$ cat config.mk
export PLATFORM = sky130hd
export DESIGN_NAME = shift_add_mult_seq
export DESIGN_NICKNAME = d
export VERILOG_FILES = /design/src/rtl/shift_add_mult_seq_pkg.sv /design/src/rtl/mult_result_bank.sv /design/src/rtl/shift_add_mult_seq.sv
export SDC_FILE = /design/constraint.sdc
export NUM_CORES = 1
export LEC_CHECK = 0
export BUFFER_PORTS_ARGS = -buffer_cell sky130_fd_sc_hd__buf_2
export CORE_MARGIN = 5
export CORE_UTILIZATION = 66
export CTS_BUF_LIST = sky130_fd_sc_hd__clkbuf_8 sky130_fd_sc_hd__clkbuf_16
export DETAILED_ROUTE_END_ITERATION = 8
export HOLD_SLACK_MARGIN = 0.05
export PLACE_DENSITY = 0.85
export REMOVE_ABC_BUFFERS = 1
export SYNTH_ARGS = -nofsm -noshare
export SYNTH_HDL_FRONTEND = slang
export SYNTH_HIERARCHICAL = 1
export SYNTH_SLANG_ARGS = --single-unit
$ cat constraint.sdc
create_clock -name CLK -period 9.99 [get_ports CLK]
set_input_delay 2.4975 -clock CLK [delete_from_list [all_inputs] [get_ports CLK]]
set_output_delay 2.4975 -clock CLK [all_outputs]
set_load 0.02 [all_outputs]
$ cat src/rtl/shift_add_mult_seq_pkg.sv
// Shared types and helpers for the sequential shift-and-add multiplier.
package shift_add_mult_seq_pkg;

    localparam int unsigned MAX_PROD_W = 128;

    typedef enum logic [1:0] {
        IDLE = 2'd0,
        RUN  = 2'd1,
        DONE = 2'd2
    } state_e;

    // Two's-complement negation; callers widen into and truncate out of MAX_PROD_W.
    function automatic logic [MAX_PROD_W-1:0] twos_neg(input logic [MAX_PROD_W-1:0] v);
        return (~v) + MAX_PROD_W'(1);
    endfunction

endpackage

$ cat src/rtl/mult_result_bank.sv
// DEPTH x DW result register bank: async reset, one synchronous write port, one combinational read port.
module mult_result_bank #(
    parameter int unsigned DEPTH = 8,
    parameter int unsigned DW    = 32,
    parameter int unsigned AW    = $clog2(DEPTH)
) (
    input  logic          CLK,
    input  logic          RST_N,
    input  logic          we,
    input  logic [AW-1:0] waddr,
    input  logic [DW-1:0] wdata,
    input  logic [AW-1:0] raddr,
    output logic [DW-1:0] rdata
);

    logic [DW-1:0] mem_q [DEPTH];
    logic [DW-1:0] mem_d [DEPTH];

    always_comb begin
        mem_d = mem_q;
        if (we) begin
            mem_d[waddr] = wdata;
        end
    end

    always_ff @(posedge CLK or negedge RST_N) begin
        if (!RST_N) begin
            for (int i = 0; i < int'(DEPTH); i++) begin
                mem_q[i] <= '0;
            end
        end else begin
            mem_q <= mem_d;
        end
    end

    // A same-cycle write is visible only from the following cycle.
    assign rdata = mem_q[raddr];

endmodule

$ cat src/rtl/shift_add_mult_seq.sv
// Sequential WIDTH x WIDTH shift-and-add multiplier (unsigned or signed per operation)
// writing each product into a DEPTH-entry result bank.
module shift_add_mult_seq
    import shift_add_mult_seq_pkg::*;
#(
    parameter int unsigned WIDTH = 16,
    parameter int unsigned DEPTH = 8,
    parameter int unsigned AW    = $clog2(DEPTH)
) (
    input  logic               CLK,
    input  logic               RST_N,
    input  logic               start,
    input  logic               signed_mode,
    input  logic [WIDTH-1:0]   a,
    input  logic [WIDTH-1:0]   b,
    input  logic [AW-1:0]      waddr,
    output logic               ready,
    output logic               done,
    output logic [2*WIDTH-1:0] product,
    input  logic [AW-1:0]      raddr,
    output logic [2*WIDTH-1:0] rdata
);

    localparam int unsigned PW = 2 * WIDTH;
    localparam int unsigned CW = (WIDTH > 1) ? $clog2(WIDTH) : 1;

    state_e          state_q, state_d;
    logic [PW-1:0]   mcand_q, mcand_d;
    logic [WIDTH-1:0] mplier_q, mplier_d;
    logic [PW-1:0]   acc_q, acc_d;
    logic [CW-1:0]   cnt_q, cnt_d;
    logic            neg_q, neg_d;
    logic [AW-1:0]   waddr_q, waddr_d;
    logic            ready_q, ready_d;
    logic            done_q, done_d;
    logic [PW-1:0]   product_q, product_d;

    logic [WIDTH-1:0] a_abs_c, b_abs_c;
    logic [PW-1:0]    final_c;
    logic             bank_we_c;

    // Magnitudes fit in WIDTH bits unsigned, including -2^(WIDTH-1).
    assign a_abs_c = (signed_mode && a[WIDTH-1]) ? (~a + WIDTH'(1)) : a;
    assign b_abs_c = (signed_mode && b[WIDTH-1]) ? (~b + WIDTH'(1)) : b;
    assign final_c = neg_q ? PW'(twos_neg(MAX_PROD_W'(acc_q))) : acc_q;

    always_comb begin
        state_d   = state_q;
        mcand_d   = mcand_q;
        mplier_d  = mplier_q;
        acc_d     = acc_q;
        cnt_d     = cnt_q;
        neg_d     = neg_q;
        waddr_d   = waddr_q;
        product_d = product_q;
        done_d    = 1'b0;
        bank_we_c = 1'b0;

        unique case (state_q)
            IDLE: begin
                if (start) begin
                    mcand_d  = PW'(a_abs_c);
                    mplier_d = b_abs_c;
                    neg_d    = signed_mode & (a[WIDTH-1] ^ b[WIDTH-1]);
                    waddr_d  = waddr;
                    acc_d    = '0;
                    cnt_d    = '0;
                    state_d  = RUN;
                end
            end
            RUN: begin
                if (mplier_q[0]) begin
                    acc_d = acc_q + mcand_q;
                end
                mcand_d  = mcand_q << 1;
                mplier_d = mplier_q >> 1;
                cnt_d    = cnt_q + CW'(1);
                if (cnt_q == CW'(WIDTH - 1)) begin
                    state_d = DONE;
                end
            end
            DONE: begin
                product_d = final_c;
                done_d    = 1'b1;
                bank_we_c = 1'b1;
                state_d   = IDLE;
            end
            default: begin
                state_d = IDLE;
            end
        endcase

        ready_d = (state_d == IDLE);
    end

    always_ff @(posedge CLK or negedge RST_N) begin
        if (!RST_N) begin
            state_q   <= IDLE;
            mcand_q   <= '0;
            mplier_q  <= '0;
            acc_q     <= '0;
            cnt_q     <= '0;
            neg_q     <= 1'b0;
            waddr_q   <= '0;
            ready_q   <= 1'b1;
            done_q    <= 1'b0;
            product_q <= '0;
        end else begin
            state_q   <= state_d;
            mcand_q   <= mcand_d;
            mplier_q  <= mplier_d;
            acc_q     <= acc_d;
            cnt_q     <= cnt_d;
            neg_q     <= neg_d;
            waddr_q   <= waddr_d;
            ready_q   <= ready_d;
            done_q    <= done_d;
            product_q <= product_d;
        end
    end

    assign ready   = ready_q;
    assign done    = done_q;
    assign product = product_q;

    mult_result_bank #(
        .DEPTH (DEPTH),
        .DW    (PW),
        .AW    (AW)
    ) u_bank (
        .CLK   (CLK),
        .RST_N (RST_N),
        .we    (bank_we_c),
        .waddr (waddr_q),
        .wdata (final_c),
        .raddr (raddr),
        .rdata (rdata)
    );

endmodule

==> run_results.csv, run 1 <==
group,metric,value,unit
global_routing,met3_usage,4.04,%
sta,final_hold_viol_count,0,
logic_synthesis,ys_async_sr_fraction,100,%
route,via_count,13200,
power_and_ir_drop,pwr-share-seq,38.4,%
finish,stdcell_count,2007,
outcome,status,"complete, no violations",
power_and_ir_drop,p_clk_share,27.4,%
logic_synthesis,yosys.area.top_type,"dfrtp_1",
global_routing,grt_max_degree,153,
route,drtPass1Iterations,6,
placed_design,dpl.hpwl,27800,um
route,drt_iter0_markers,1027,
clock_network,path_clk_slew,50,ps
clock_network,cts_setup_buffers,0,
floorplan,die-height,181,um
power_and_ir_drop,cellPowerDensity,255,nW/um2
logic_synthesis,synthDistinctLibCells,68,
sta,period_needed,7240,ps
logic_synthesis,postSynthCellCount,1511,
logic_synthesis,synth_edf_count,0,
floorplan,coreArea,28700,um2
global_routing,grt_pass1_vias,13600,
placed_design,gp_congestion,0.932,
logic_synthesis,ys.warnings.count,6,
global_routing,overflow,0,
clock_network,cts_sinks,380,
finish,diodes,0,
power_and_ir_drop,pwr-share-comb,34.2,%
sta,rsz0062_at_grt,"no",
route,vias_per_cell,6.56,
critical_path,worstSetupPathType,"input pin to output port",
power_and_ir_drop,peakVddDrop,0.000150,V
global_routing,grt-busiest-layer,"met2",
logic_synthesis,avgSynthCellArea,12.7,um2
sta,setup_violations,0,
clock_network,hold_buffers,0,
floorplan,die_w,181,um
sta,maxSlewViolCount,0,
clock_network,cts_max_level,2,
global_routing,grt_pass1_wl,75200,um
floorplan,row_count,62,
global_routing,grt_usage,28.5,%
clock_network,cts_root_buffer,"clkbuf_16",
power_and_ir_drop,power,0.00543,W
clock_network,cts_made_buffers,40,
global_routing,met1_usage,39.9,%
run,drv_cap,0,
placed_design,numPortBuffers,107,
clock_network,clockBufferDepth,3,
power_and_ir_drop,p_sw,0.00207,W
sta,fin_setup_tns,0,ps
critical_path,worstSetupStartpointType,"input pin",
placed_design,placed_cells,1937,
route,antenna_left,0,
logic_synthesis,syn-cell-area,19200,um2
power_and_ir_drop,power.leakage,10.7,nW
sta,worst-slew-pin-transition,1150,ps
power_and_ir_drop,power.internal,0.00336,W
logic_synthesis,ys_seq_elements,380,
finish,area_delta_synth_final,11.0,%
clock_network,insertion_delay,540,ps
clock_network,post_cts_resize_count,0,
sta,clock_skew,23.7,ps
sta,hold_ws,475,ps
floorplan,die_area,32600,um2
sta,max_freq,138,MHz
logic_synthesis,synthFlopType,"dfrtp_1",
global_routing,antenna_found_initial,0,
global_routing,grtUsageMet2,47.4,%
critical_path,path_max_fanout,39,
floorplan,initial_utilization,66.9,%
logic_synthesis,ys_top_cells_by_area,"dfrtp_1 (49%), mux2_2 (17%), mux4_1 (5.5%), mux4_2 (2.8%), nand2_1 (2.8%)",
power_and_ir_drop,swShare,38.1,%
finish,drive_gt1_share,31.7,%
logic_synthesis,ys_seq_area_share,49.5,%
hold_path,hp-class,"flop to flop",
sta,maxSlewHeadroom,22.7,%
sta,fin_crit_sh,72.4,%
route,wl_per_cell,23.2,um
critical_path,cp.required,7490,ps
critical_path,critical_path_arrival,4740,ps
finish,layout.nets,1673,
critical_path,cp-end-kind,"output port",
logic_synthesis,yosysTopAreaCellShare,49.4,%
route,drc,0,
floorplan,ios,108,
clock_network,cts_tree,"done",
route,wl,46500,um
## power by group through the flow
stage | registers (W) | logic (W) | clock network (W)
finish | 0.00208 | 0.00186 | 0.00149
floorplan | 0.00206 | 0.00122 | 0
detailed placement | 0.00209 | 0.00179 | 0
global route | 0.00211 | 0.00204 | 0.00157
CTS | 0.00207 | 0.00183 | 0.00150
global placement | 0.00208 | 0.00173 | 0
## layout by cell type, fill, tap and decap left out, types with 9 or more instances in the layout
cell	count
a21o_1	14
buf_2	105
nor3_1	11
xor2_1	21
o31ai_1	12
ha_1	35
a21oi_1	47
mux2_2	285
o21a_1	10
xnor2_1	57
nand3_1	15
buf_4	18
mux4_1	40
mux4_2	24
a22o_1	21
nor2_1	50
clkbuf_16	41
inv_1	31
o21ai_0	90
clkbuf_8	11
mux2_1	9
dfrtp_1	379
o22ai_1	14
a22oi_1	22
nand2_1	141
## flip-flops by register name (all words and copies together), names as in the netlist
signal / flops
product: 32
ready: 1
neg_q: 1
mplier_q: 16
cnt_q: 4
u_bank/mem_q: 256
state_q: 2
done: 1
waddr_q: 3
mcand_q: 32
acc_q: 32
## final timing paths
| kind | start | endpoint | slack, ps | cells past startpoint |
|---|---|---|---|---|
| setup reg to reg | acc_q[12] | u_bank/mem_q[219] | 6180 | 8 |
| hold / removal | product[2] | product[2] | 480 | 2 |
| hold reg to reg | product[2] | product[2] | 480 | 2 |
| setup / recovery | raddr[0] | rdata[17] | 2750 | 5 |
| max in group asynchronous | RST_N | u_bank/mem_q[113] | 6650 | 2 |
| min in group asynchronous | RST_N | u_bank/mem_q[184] | 2000 | 1 |
## cell type report
| class | count | area (um2) |
|---|---|---|
| Multi-Input combinational cell | 1023 | 9210 |
| Clock inverter | 18 | 141 |
| Clock buffer | 52 | 1180 |
| Tap cell | 384 | 480 |
| Timing Repair Buffer | 125 | 696 |
| Sequential cell | 380 | 9510 |
| Inverter | 25 | 93.8 |
| Fill cell | 1759 | 7390 |
## through the flow
step | util (%) | worst slack (ps) | instance area [um2]
CTS | 74.2 | 2740 | 21300
floorplan | - | 4060 | 18800
global route | 74.2 | 2660 | 21300
finish | 74.2 | 2750 | 21300
global placement | 69.6 | 2830 | 20000
detailed placement | 69.6 | 2780 | 20000
## synth_stat cells, types with 9 or more instances
master and number:
o21ai_0 91, a21o_1 14, a22oi_1 22, o21a_1 10, clkbuf_1 36, o31ai_1 12, nor3_1 11, mux2_2 285
buf_2 22, mux2_1 9, nand2_1 141, xor2_1 21, dfrtp_1 379, a22o_1 21, nor2_1 51, inv_1 24
a21oi_1 47, xnor2_1 57, o22ai_1 14, buf_4 12, nand3_1 15, mux4_2 24, ha_1 35, mux4_1 40
## logic make-up after synthesis
group           Yosys count  share of synthesized area (%)
buf+inv                 108                           2.78
xor+xnor                 78                           3.56
compound gates          276                           9.35
simple gates            271                           6.63
mux                     362                           25.7
flops                   380                           49.5
fa+ha+maj                36                           2.39
## metal layers
layer / routed length (um) / part of all wire [%]
met5: 0 / 0
met3: 2860 / 6.2
met2: 23100 / 50
met4: 1190 / 2.6
met1: 19400 / 42
## worst max-delay path: stages
cell and delay, ps:
buf_4 410, buf_4 660, mux4_1 680, mux2_2 300, buf_2 160
(Power assumes the default switching activity.)
==> run 2: changes to the inputs <==
--- a/config.mk
+++ b/config.mk
@@ -5,13 +5,14 @@
 export SDC_FILE = /design/constraint.sdc
 export NUM_CORES = 1
 export LEC_CHECK = 0
+export ABC_AREA = 1
 export BUFFER_PORTS_ARGS = -buffer_cell sky130_fd_sc_hd__buf_2
 export CORE_MARGIN = 5
-export CORE_UTILIZATION = 66
+export CORE_UTILIZATION = 56
 export CTS_BUF_LIST = sky130_fd_sc_hd__clkbuf_8 sky130_fd_sc_hd__clkbuf_16
 export DETAILED_ROUTE_END_ITERATION = 8
 export HOLD_SLACK_MARGIN = 0.05
-export PLACE_DENSITY = 0.85
+export PLACE_DENSITY = 0.77
 export REMOVE_ABC_BUFFERS = 1
 export SYNTH_ARGS = -nofsm -noshare
 export SYNTH_HDL_FRONTEND = slang
==> constraint.sdc (replaced) <==
create_clock -name CLK -period 5.84 [get_ports CLK]
set_input_delay 1.46 -clock CLK [delete_from_list [all_inputs] [get_ports CLK]]
set_output_delay 1.46 -clock CLK [all_outputs]
set_load 0.02 [all_outputs]
==> run_results.csv, run 2 <==
group,metric,value,unit
logic_synthesis,ys_async_sr_fraction,100,%
finish,final_cell_mix,"nand2_1 (1,146), inv_1 (498), dfrtp_1 (379), o21ai_0 (317), nand3_1 (206)",
finish,final_util,62.1,%
outcome,status,"complete, no violations",
critical_path,crit_chain,"buf_4, buf_4, buf_4, nand2_1, nand3_1, nand2_1, nand2_1, nand2_1, buf_2",
logic_synthesis,synth_most_common_cell,"nand2_1",
clock_network,hold_buffers,0,
finish,regMostFlops,"u_bank/mem_q",
critical_path,path_common_cell,"nand2_1",
sta,fin_setup_tns,0,ps
global_routing,grt_max_degree,126,
critical_path,cpPeakStageDelay,810,ps
finish,final_area,23300,um2
clock_network,path_clk_slew,60,ps
clock_network,cts_made_buffers,40,
placed_design,placed_area,22100,um2
critical_path,critical_path.slowest_cell,"buf_4",
global_routing,grt_pass1_vias,18700,
logic_synthesis,ys_seq_elements,380,
route,drt_iter0_markers,1463,
route,vias_per_cell,5.33,
floorplan,die_w,205,um
floorplan,coreArea,37600,um2
floorplan,ios,108,
floorplan,die-height,205,um
hold_path,hp-class,"flop to flop",
critical_path,worstSetupStartpointType,"input pin",
critical_path,r2r-start,"neg_q",
floorplan,die_area,42000,um2
clock_network,clockBufferDepth,3,
finish,drive_gt1_share,7.76,%
clock_network,cts_root_buffer,"clkbuf_16",
sta,fin_crit_sh,86.2,%
sta,final_hold_viol_count,0,
sta,rsz0062_at_grt,"no",
finish,largest_reg_flops,256,
critical_path,cp.required,4380,ps
global_routing,grt_pass1_wl,92400,um
power_and_ir_drop,peakVddDrop,0.000244,V
clock_network,insertion_delay,550,ps
sta,setup_violations,0,
run,drv_cap,0,
floorplan,row_count,71,
clock_network,cts_sinks,380,
sta,worst-slew-pin-transition,937,ps
logic_synthesis,avgSynthCellArea,7.00,um2
critical_path,r2r_cells,6,
logic_synthesis,syn-cell-area,21300,um2
floorplan,initial_utilization,56.6,%
route,wl,55500,um
global_routing,overflow,0,
sta,maxSlewHeadroom,37.5,%
clock_network,post_cts_resize_count,0,
critical_path,cp-startpoint,"raddr[0]",
placed_design,numPortBuffers,107,
logic_synthesis,synth_edf_count,0,
sta,maxSlewViolCount,0,
logic_synthesis,ys_seq_area_share,44.7,%
critical_path,rrSetupSlack,2980,ps
finish,layout.nets,3159,
placed_design,gp_congestion,0.936,
clock_network,cts_max_level,2,
clock_network,cts_setup_buffers,0,
sta,clock_skew,19.2,ps
power_and_ir_drop,power.leakage,12.4,nW
route,antenna_left,0,
logic_synthesis,synthFlopType,"dfrtp_1",
logic_synthesis,postSynthCellCount,3037,
placed_design,dpl.hpwl,36000,um
critical_path,path_max_fanout,80,
global_routing,grt_usage,26.7,%
route,drc,0,
sta,max_freq,199,MHz
logic_synthesis,yosys.area.top_type,"dfrtp_1",
route,wl_per_cell,15.4,um
route,drtPass1Iterations,5,
logic_synthesis,ys.warnings.count,6,
global_routing,antenna_found_initial,0,
finish,final_common_cell,"nand2_1",
logic_synthesis,yosysTopAreaCellShare,44.6,%
critical_path,critical_path_arrival,3570,ps
finish,diodes,0,
route,via_count,19300,
logic_synthesis,synth_common_cells,"nand2_1 (1,148), inv_1 (491), dfrtp_1 (379)",
power_and_ir_drop,cellPowerDensity,427,nW/um2
clock_network,cts_tree,"done",
critical_path,r2r-end,"u_bank/mem_q[130]",
finish,area_delta_synth_final,9.82,%
critical_path,crit_end,"rdata[9]",
logic_synthesis,synthDistinctLibCells,47,
sta,period_needed,5030,ps
critical_path,worstSetupPathType,"input pin to output port",
critical_path,cp-end-kind,"output port",
logic_synthesis,ys_top_cells_by_area,"dfrtp_1 (45%), nand2_1 (20%), inv_1 (8.7%), o21ai_0 (7.5%), nand3_1 (4.8%)",
[run 2: logic make-up (layout without fill, tap and decap cells)]
family,Yosys count,after routing,share of synthesized area [%]
AOI/OAI and AO/OA,445,445,11.3
xor gates and xnor gates,32,32,1.39
adders and majority gates,36,36,2.15
buffers and inverters,632,701,11.6
DFF,380,380,44.7
muxes,1,1,0.0471
and+or+nand+nor,1511,1511,28.8
[run 2: worst min-delay path by stage]
stage / start / endpoint / slack, ps / cells after the start
final: product[29] / product[29] / 470 / 2
after global routing: u_bank/mem_q[209] / u_bank/mem_q[209] / 500 / 2
after CTS: product[29] / product[29] / 480 / 2
after detailed placement: product[29] / product[29] / 460 / 2
after global placement: product[29] / product[29] / 460 / 2
after floorplan: cnt_q[3] / cnt_q[3] / 450 / 1
[run 2: worst max-delay path, delay by kind of cell]
| kind | cells | cell delay, ps |
|---|---|---|
| buf+inv | 4 | 1540 |
| simple gates | 5 | 510 |
[run 2: per-stage QoR]
step / total power, W / hold slack (ps) / setup slack [ps] / cells
after floorplan: 0.00627 / 446 / 703 / 2911
after global placement: 0.00738 / 460 / 970 / 3550
after detailed placement: 0.00750 / 462 / 886 / 3550
after CTS: 0.00996 / 478 / 840 / 3617
after global routing: 0.0107 / 497 / 647 / 3617
final: 0.00996 / 473 / 806 / 3617
[run 2: where the power goes]
part / total (W) / switching (W) / internal [W]
Clock: 0.00244 / 0.00103 / 0.00141
Combinational: 0.00391 / 0.00274 / 0.00117
Sequential: 0.00361 / 0.000455 / 0.00315
[run 2: area by class of cell]
class / count / area (um2)
multi-input cells: 2025 / 9290
fillers: 3348 / 14200
clock inverters: 22 / 156
inverters: 506 / 1900
repair buffers: 128 / 768
clock buffers: 45 / 1080
well taps: 511 / 639
flip-flops and latches: 380 / 9510
[run 2: layer usage]
layer | track usage (%) | vias to the layer above | routed length (um)
li1 | - | 9481 | -
met1 | 36.4 | 9028 | 24000
met2 | 44.6 | 642 | 26100
met3 | 3.44 | 142 | 3650
met4 | 9.09 | 0 | 1830
met5 | 0 | - | 0
==> run 3: changes to the inputs <==
--- a/config.mk
+++ b/config.mk
@@ -8,11 +8,10 @@
 export ABC_AREA = 1
 export BUFFER_PORTS_ARGS = -buffer_cell sky130_fd_sc_hd__buf_2
 export CORE_MARGIN = 5
-export CORE_UTILIZATION = 56
+export CORE_UTILIZATION = 30
 export CTS_BUF_LIST = sky130_fd_sc_hd__clkbuf_8 sky130_fd_sc_hd__clkbuf_16
 export DETAILED_ROUTE_END_ITERATION = 8
 export HOLD_SLACK_MARGIN = 0.05
-export PLACE_DENSITY = 0.77
 export REMOVE_ABC_BUFFERS = 1
 export SYNTH_ARGS = -nofsm -noshare
 export SYNTH_HDL_FRONTEND = slang
==> run_results.csv, run 3 (synthesis gave the netlist of run 2 again) <==
group,metric,value,unit
outcome,status,"complete, no violations",
clock_network,cts_root_buffer,"clkbuf_16",
sta,max_freq,227,MHz
sta,final_hold_viol_count,0,
route,vias_per_cell,4.52,
sta,fin_setup_tns,0,ps
clock_network,cts_tree,"done",
route,via_count,18400,
finish,fillers,7623,
route,drt_iter0_markers,1264,
sta,worst-slew-pin-transition,886,ps
finish,layout.nets,3159,
route,drtPass1Iterations,5,
finish,final_cell_mix,"nand2_1 (1,146), inv_1 (497), dfrtp_1 (379), o21ai_0 (317), nand3_1 (206)",
finish,final_common_cell,"nand2_1",
finish,area_delta_synth_final,13.4,%
global_routing,grt_usage,15.6,%
sta,maxSlewHeadroom,40.9,%
hold_path,hp-class,"flop to flop",
route,wl_per_cell,14.8,um
placed_design,numPortBuffers,107,
finish,drive_gt1_share,8.00,%
clock_network,path_clk_slew,60,ps
floorplan,die_area,76300,um2
power_and_ir_drop,power,0.0103,W
critical_path,worstSetupStartpointType,"input pin",
critical_path,critical_path_arrival,2950,ps
critical_path,cp-end-kind,"output port",
run,drv_cap,0,
placed_design,gp_congestion,0.872,
sta,maxSlewViolCount,0,
clock_network,insertion_delay,580,ps
route,wl,60000,um
finish,largest_reg_flops,256,
global_routing,overflow,0,
sta,period_needed,4410,ps
global_routing,grt_pass1_wl,97900,um
floorplan,row_count,97,
floorplan,die_w,276,um
sta,setup_violations,0,
clock_network,cts_setup_buffers,0,
power_and_ir_drop,peakVddDrop,0.000223,V
floorplan,ios,108,
clock_network,cts_sinks,380,
sta,clock_skew,27.6,ps
critical_path,path_max_fanout,37,
route,antenna_left,0,
floorplan,initial_utilization,30.3,%
placed_design,dpl.hpwl,38900,um
critical_path,worstSetupPathType,"input pin to output port",
floorplan,coreArea,70100,um2
global_routing,grt_max_degree,129,
power_and_ir_drop,cellPowerDensity,429,nW/um2
route,drc,0,
critical_path,cp.required,4380,ps
clock_network,cts_max_level,2,
critical_path,rrSetupSlack,2820,ps
finish,seq_area,9510,um2
finish,regMostFlops,"u_bank/mem_q",
clock_network,hold_buffers,0,
clock_network,cts_made_buffers,42,
sta,rsz0062_at_grt,"no",
global_routing,antenna_found_initial,7,
sta,fin_crit_sh,75.5,%
power_and_ir_drop,power.leakage,12.6,nW
clock_network,post_cts_resize_count,0,
clock_network,clockBufferDepth,3,
floorplan,die-height,276,um
finish,multi_input_area,9310,um2
global_routing,grt_pass1_vias,17800,
## run 3: changes by cell type in the layout (fill, tap and decap cells not counted), sizes merged
cell	before	now
diode	0	4
bufinv	2	4
clkinvlp	0	2
clkinv	11	8
inv	515	513
clkbuf	45	55
buf	128	126
## run 3: path summary, 6_finish.rpt
| check | end | startpoint | cells past startpoint |
|---|---|---|---|
| worst min register to register | cnt_q[3] | cnt_q[3] | 1 |
| worst max-delay path | rdata[17] | raddr[1] | 7 |
| worst min-delay path | cnt_q[3] | cnt_q[3] | 1 |
| max in group asynchronous | u_bank/mem_q[216] | RST_N | 2 |
| min in group asynchronous | u_bank/mem_q[189] | RST_N | 1 |
| worst max register to register | acc_q[19] | state_q[0] | 6 |
## run 3: routing by layer
metal	routed length [um]	global-route usage [%]	share of wire [%]	up-vias
met5	53	0	0.088	-
met4	1370	4.01	2.3	8
met3	2810	2.39	4.7	89
met2	27900	26.3	46	346
met1	27900	21.0	47	8421
li1	-	-	-	9486
## run 3: power by group
group | switching, W | internal, W
Sequential | 0.000421 | 0.00315
Clock | 0.00111 | 0.00167
Combinational | 0.00281 | 0.00117
## run 3: stage by stage
step           hold slack, ps  util, %  setup slack [ps]  instances  cell area (um2)
5_1_grt                   494     34.4              1350       4056            24100
2_1_floorplan             446        -               703       2911            20700
6_report                  473     34.4              1430       4057            24100
3_5_place_dp              460     32.3              1480       3977            22600
4_1_cts                   478     34.3              1480       4053            24100
3_3_place_gp              459     32.3              1480       3977            22600
## run 3: worst max-delay path: stages
cell	delay, ps
buf_2	270
buf_4	520
nand3_1	150
nand2_1	100
nand2_1	50
nand2_1	160
buf_2	200
## run 3: layout make-up
class	count	share of cell area, %
Tap cell	940	4.88
Clock inverter	21	0.867
Inverter	506	7.89
Clock buffer	55	5.15
Timing Repair Buffer	126	3.07
Multi-Input combinational cell	2025	38.6
Sequential cell	380	39.5
Antenna cell	4	0.0415
